<file path="src/rtl/axi4s_fifo.sv">
// Purpose: synchronous AXI4-Stream elastic buffer carrying TDATA/TKEEP/TLAST/TUSER.
// Latency: a beat pushed into an empty FIFO is presented on M_* the next cycle.
// Backpressure: S_TREADY drops when DEPTH beats are held; M_TREADY low holds the head stable.
//
// Ports: ACLK/ARESET (async, active-high); S_* upstream slave side; M_* downstream
// master side; LEVEL = beats stored; PKT_CNT = stored beats carrying TLAST.
// Optional macro AXI4S_FIFO_PACKET_MODE_EN: store-and-forward, M_TVALID is held off
// until a complete packet is stored (or the FIFO fills, which forces cut-through).
module axi4s_fifo #(
  parameter int DATA_WIDTH = 16,
  parameter int USER_WIDTH = 1,
  parameter int DEPTH      = 16,
  localparam int KEEP_WIDTH = DATA_WIDTH / 8,
  localparam int LVL_WIDTH  = $clog2(DEPTH) + 1
) (
  input  logic                  ACLK,
  input  logic                  ARESET,
  input  logic                  S_TVALID,
  output logic                  S_TREADY,
  input  logic [DATA_WIDTH-1:0] S_TDATA,
  input  logic [KEEP_WIDTH-1:0] S_TKEEP,
  input  logic                  S_TLAST,
  input  logic [USER_WIDTH-1:0] S_TUSER,
  output logic                  M_TVALID,
  input  logic                  M_TREADY,
  output logic [DATA_WIDTH-1:0] M_TDATA,
  output logic [KEEP_WIDTH-1:0] M_TKEEP,
  output logic                  M_TLAST,
  output logic [USER_WIDTH-1:0] M_TUSER,
  output logic [LVL_WIDTH-1:0]  LEVEL,
  output logic [LVL_WIDTH-1:0]  PKT_CNT
);

  localparam int AW = $clog2(DEPTH);

  typedef struct packed {
    logic [DATA_WIDTH-1:0] data;
    logic [KEEP_WIDTH-1:0] keep;
    logic                  last;
    logic [USER_WIDTH-1:0] user;
  } beat_t;

  beat_t          mem [DEPTH];
  beat_t          s_beat;
  beat_t          head_q;
  beat_t          head_nxt;
  logic [AW:0]    wr_ptr;
  logic [AW:0]    rd_ptr;
  logic [AW:0]    wr_ptr_nxt;
  logic [AW:0]    rd_ptr_nxt;
  logic [LVL_WIDTH-1:0] pkt_cnt;
  logic           up_q;
  logic           full;
  logic           empty;
  logic           push;
  logic           pop;

  assign s_beat = {S_TDATA, S_TKEEP, S_TLAST, S_TUSER};

  assign full  = (wr_ptr[AW] != rd_ptr[AW]) && (wr_ptr[AW-1:0] == rd_ptr[AW-1:0]);
  assign empty = (wr_ptr == rd_ptr);

  // up_q keeps S_TREADY low until the first edge after reset is released.
  assign S_TREADY = up_q & ~full;

`ifdef AXI4S_FIFO_PACKET_MODE_EN
  // cut_q: FIFO filled with no TLAST stored; stream the oversized packet through
  // until its TLAST leaves, otherwise it could never be released.
  logic cut_q;
  assign M_TVALID = ((pkt_cnt != '0) | full | cut_q) & ~empty;

  always_ff @(posedge ACLK or posedge ARESET) begin
    if (ARESET) begin
      cut_q <= 1'b0;
    end else if (pop && head_q.last) begin
      cut_q <= 1'b0;
    end else if (full && (pkt_cnt == '0)) begin
      cut_q <= 1'b1;
    end
  end
`else
  assign M_TVALID = ~empty;
`endif

  assign push = S_TVALID & S_TREADY;
  assign pop  = M_TVALID & M_TREADY;

  assign wr_ptr_nxt = wr_ptr + LVL_WIDTH'(push);
  assign rd_ptr_nxt = rd_ptr + LVL_WIDTH'(pop);

  // Registered head: the beat at the next read pointer. If that slot is the one
  // being written this edge (FIFO draining to empty while pushing), forward the
  // incoming beat. When the FIFO goes empty the last payload is held.
  always_comb begin
    head_nxt = head_q;
    if (wr_ptr_nxt != rd_ptr_nxt) begin
      if (rd_ptr_nxt == wr_ptr) begin
        head_nxt = s_beat;
      end else begin
        head_nxt = mem[rd_ptr_nxt[AW-1:0]];
      end
    end
  end

  always_ff @(posedge ACLK) begin
    if (push) begin
      mem[wr_ptr[AW-1:0]] <= s_beat;
    end
  end

  always_ff @(posedge ACLK or posedge ARESET) begin
    if (ARESET) begin
      wr_ptr  <= '0;
      rd_ptr  <= '0;
      up_q    <= 1'b0;
      head_q  <= '0;
      pkt_cnt <= '0;
    end else begin
      wr_ptr <= wr_ptr_nxt;
      rd_ptr <= rd_ptr_nxt;
      up_q   <= 1'b1;
      head_q <= head_nxt;
      case ({push && S_TLAST, pop && head_q.last})
        2'b10:   pkt_cnt <= pkt_cnt + LVL_WIDTH'(1);
        2'b01:   pkt_cnt <= pkt_cnt - LVL_WIDTH'(1);
        default: pkt_cnt <= pkt_cnt;
      endcase
    end
  end

  assign M_TDATA = head_q.data;
  assign M_TKEEP = head_q.keep;
  assign M_TLAST = head_q.last;
  assign M_TUSER = head_q.user;
  assign LEVEL   = wr_ptr - rd_ptr;
  assign PKT_CNT = pkt_cnt;

endmodule

</file>
<file path="config.mk">
export PLATFORM = sky130hd
export DESIGN_NAME = axi4s_fifo
export DESIGN_NICKNAME = d
export VERILOG_FILES = /design/src/rtl/axi4s_fifo.sv
export SDC_FILE = /design/constraint.sdc
export NUM_CORES = 1
export LEC_CHECK = 0
export CORE_MARGIN = 2
export CORE_UTILIZATION = 30
export CTS_CLUSTER_DIAMETER = 60
export CTS_CLUSTER_SIZE = 40
export DETAILED_ROUTE_END_ITERATION = 10
export HOLD_SLACK_MARGIN = 0.02
export PLACE_DENSITY = 0.44
export SYNTH_ARGS = -nofsm -noshare
export SYNTH_HDL_FRONTEND = slang
export SYNTH_SLANG_ARGS = --single-unit
</file>
<file path="constraint.sdc">
create_clock -name ACLK -period 4.34 [get_ports ACLK]
set_clock_uncertainty 0.15 [all_clocks]
set_input_delay 0.434 -clock ACLK [delete_from_list [all_inputs] [get_ports ACLK]]
set_output_delay 0.434 -clock ACLK [all_outputs]
set_load 0.005 [all_outputs]
</file>
==> results.py <==
metrics = {
    "layout": {
        "final_cell_mix": "320 x edfxtp_1, 60 x mux2i_1, 55 x clkdlybuf4s50_1, 43 x mux4_2, 37 x mux4_1",
        "nets": 805,
        "drive_gt1_share_pct": 24.5,
        "fillers": 4348,
        "syn_to_final_growth_pct": 17.5,
        "layout_commonest_cell": "edfxtp_1",
        "antennaDiodeCount": 0,
    },
    "clock_tree": {
        "clock_path_buffers": 3,
        "cts_buffers": 31,
        "cts_tree": "built",
        "hold_buffers": 0,
        "post_cts_resized": 0,
        "clkSinkCount": 356,
        "htree_levels": 1,
        "clk_pin_slew_ns": 0.07,
        "cts_setup_buffers": 0,
        "clock_latency_ns": 0.57,
        "root_buffer": "clkbuf_16",
    },
    "yosys": {
        "syn_inst": 680,
        "synth_compound_area_share_pct": 0.581,
        "yosys_warnings": 0,
        "yosys.area.top_type_share_pct": 65.6,
        "yosysTopAreaCell": "edfxtp_1",
        "synth_mux_area_share_pct": 21.0,
        "synth_nets": 717,
        "ys_seq_area_share_pct": 71.8,
        "yosysUniqueCellTypes": 43,
        "synthAdderAreaFrac_pct": 1.16,
        "ys_seq_elements": 356,
        "synth_top_family_by_area": "multiplexers",
        "synth_xor_xnor_area_share_pct": 1.93,
        "syn_area_mm2": 0.0146,
        "synthSimpleGateAreaFrac_pct": 1.56,
        "syn_area_per_cell_um2": 21.5,
        "synth.top_cells.by_area": "edfxtp_1 66%, mux4_1 6.6%, mux4_2 6.6%",
    },
    "worst_setup_path": {
        "cp_max_fo": 53,
        "crit_chain": "ha_1 > and4_1 > nand2_1 > and2_1 > ha_4 > buf_12 > mux4_1 > mux2i_1 > mux2i_1 > mux2_2 > mux2_4",
        "critPathSlowestCell": "mux4_1",
        "required_ns": 4.65,
        "end_kind": "register",
        "crit_top_cell": "mux2i_1",
        "cpPeakStageDelay_ns": 0.66,
        "worstSetupStartpointType": "register",
        "arrival_ns": 4.23,
        "crit_type": "register to register",
    },
    "sta": {
        "hold_violations": 0,
        "max_slew_margin_pct": 50.5,
        "clock.fmax_ghz": 0.255,
        "period_needed_ns": 3.93,
        "hold-worst-slack_ns": 0.191,
        "tightestPinTransition_ns": 0.742,
        "slew_viol_final": 0,
        "setup_viol": 0,
        "fin_setup_tns_ns": 0,
        "post-route-period-util_pct": 90.5,
        "rsz0062_at_grt": "false",
    },
    "pwr": {
        "powerDensity_mw_per_mm2": 717,
        "peakVddDrop_uv": 505,
        "power.leakage_uw": 0.00588,
    },
    "global_routing": {
        "grt_pass1_vias": 7297,
        "track_usage_pct": 13.4,
        "antenna_found_initial": 1,
        "grt_max_degree": 54,
        "grt-ovfl-total": 0,
        "grt_pass1_wl_mm": 49.2,
    },
    "min_path": {
        "hold_class": "primary input to async pin",
    },
    "floorplanning": {
        "core-area_mm2": 0.0479,
        "pin_count": 56,
        "dieArea_mm2": 0.0506,
        "num_rows": 80,
        "initial_utilization_pct": 30.5,
        "die_w_um": 225,
        "die_h_um": 225,
    },
    "place": {
        "hpwl_mm": 18.9,
        "routabilityCongestion": 0.700,
        "portBuffers": 55,
    },
    "routing": {
        "viasPerCell": 4.83,
        "avgRoutedWirePerCell_um": 23.8,
        "firstDrtPassIters": 4,
        "wirelength_mm": 33.6,
        "num_vias": 6798,
        "ant_nets": 0,
        "drc_errors": 0,
        "first_iter_violations": 495,
    },
    "run_status": {
        "status": "completed",
    },
    "job": {
        "cap_violations": 0,
    },
}
critical path: cells and delay by family (launching register included):
family | cells | cell delay [ns]
adders and majority gates | 2 | 0.76
muxes | 5 | 1.44
buffers and inverters | 1 | 0.34
DFF | 1 | 0.56
and+or+nand+nor | 3 | 0.49
final cells by class:
type / instances / area, um2 / share of cell area (%)
inverter: 12 / 45.0 / 0.262
clock inverter: 25 / 269 / 1.56
sequential: 356 / 10500 / 61.1
timing repair buffer: 87 / 891 / 5.18
clock buffer: 33 / 783 / 4.55
tap: 615 / 769 / 4.47
multi-input combinational: 280 / 3930 / 22.9
cells in the mapped netlist (all sizes together):
cell	number
a21boi	1
a21o	2
a21oi	3
a22oi	1
a311oi	1
and2	2
and3	1
and4	1
buf	21
clkbuf	11
conb	1
dfrtp	36
edfxtp	320
fa	1
ha	12
inv	12
mux2	41
mux2i	60
mux4	80
nand2	8
nand2b	3
nand3	9
nand4	2
nor2	14
nor3	5
o21a	2
o21ai	2
o22ai	1
or3	1
xnor2	16
xnor3	1
xor2	9
registers in the layout, summed over array words and instances, names as in the netlist:
| register | cells |
|---|---|
| M_TKEEP | 2 |
| mem | 320 |
| up_q | 1 |
| M_TDATA | 16 |
| rd_ptr | 5 |
| PKT_CNT | 5 |
| M_TUSER | 1 |
| wr_ptr | 5 |
| M_TLAST | 1 |
worst paths after layout:
check	start	endpoint	slack [ns]	depth (start not counted)
min in group ACLK	PKT_CNT[4]	PKT_CNT[4]	0.32	1
max in group asynchronous	ARESET	M_TDATA[7]	3.38	3
hold / removal	ARESET	M_TDATA[3]	0.19	3
setup reg to reg	wr_ptr[2]	M_TDATA[11]	0.41	11
hold reg to reg	PKT_CNT[4]	PKT_CNT[4]	0.32	1
setup / recovery	wr_ptr[2]	M_TDATA[11]	0.41	11
layer usage:
| metal | GRT usage, % | wire (um) | vias up |
|---|---|---|---|
| met5 | 0 | 13 | - |
| li1 | - | - | 2973 |
| met3 | 2.01 | 1290 | 36 |
| met1 | 18.5 | 15500 | 3675 |
| met4 | 3.42 | 563 | 2 |
| met2 | 22.4 | 16200 | 112 |
cell families (layout without fill, tap and decap cells):
| group | Yosys count | after routing |
|---|---|---|
| other | 1 | 1 |
| DFF | 356 | 356 |
| adders and majority gates | 13 | 13 |
| AOI/OAI and AO/OA | 13 | 13 |
| buffers and inverters | 44 | 157 |
| muxes | 181 | 181 |
| and+or+nand+nor | 46 | 46 |
| xor gates and xnor gates | 26 | 26 |
power breakdown:
| group | internal (uW) | switching, uW |
|---|---|---|
| logic | 2890 | 2310 |
| registers | 4090 | 230 |
| clock network | 1450 | 1360 |
| total | 8430 | 3900 |
per-stage QoR:
step | total power [uW] | setup WS, ns | utilization (%) | cell area [um2] | cells
after global placement | 9630 | 0.443 | 33.7 | 16100 | 1350
after CTS | 12600 | 0.404 | 35.9 | 17200 | 1408
after global routing | 13000 | 0.207 | 35.9 | 17200 | 1408
after floorplan | 8180 | 0.758 | - | 14600 | 680
after detailed placement | 9720 | 0.424 | 33.7 | 16100 | 1350
final | 12300 | 0.413 | 35.9 | 17200 | 1408
Note: power is estimated with default switching activity, not from simulation.
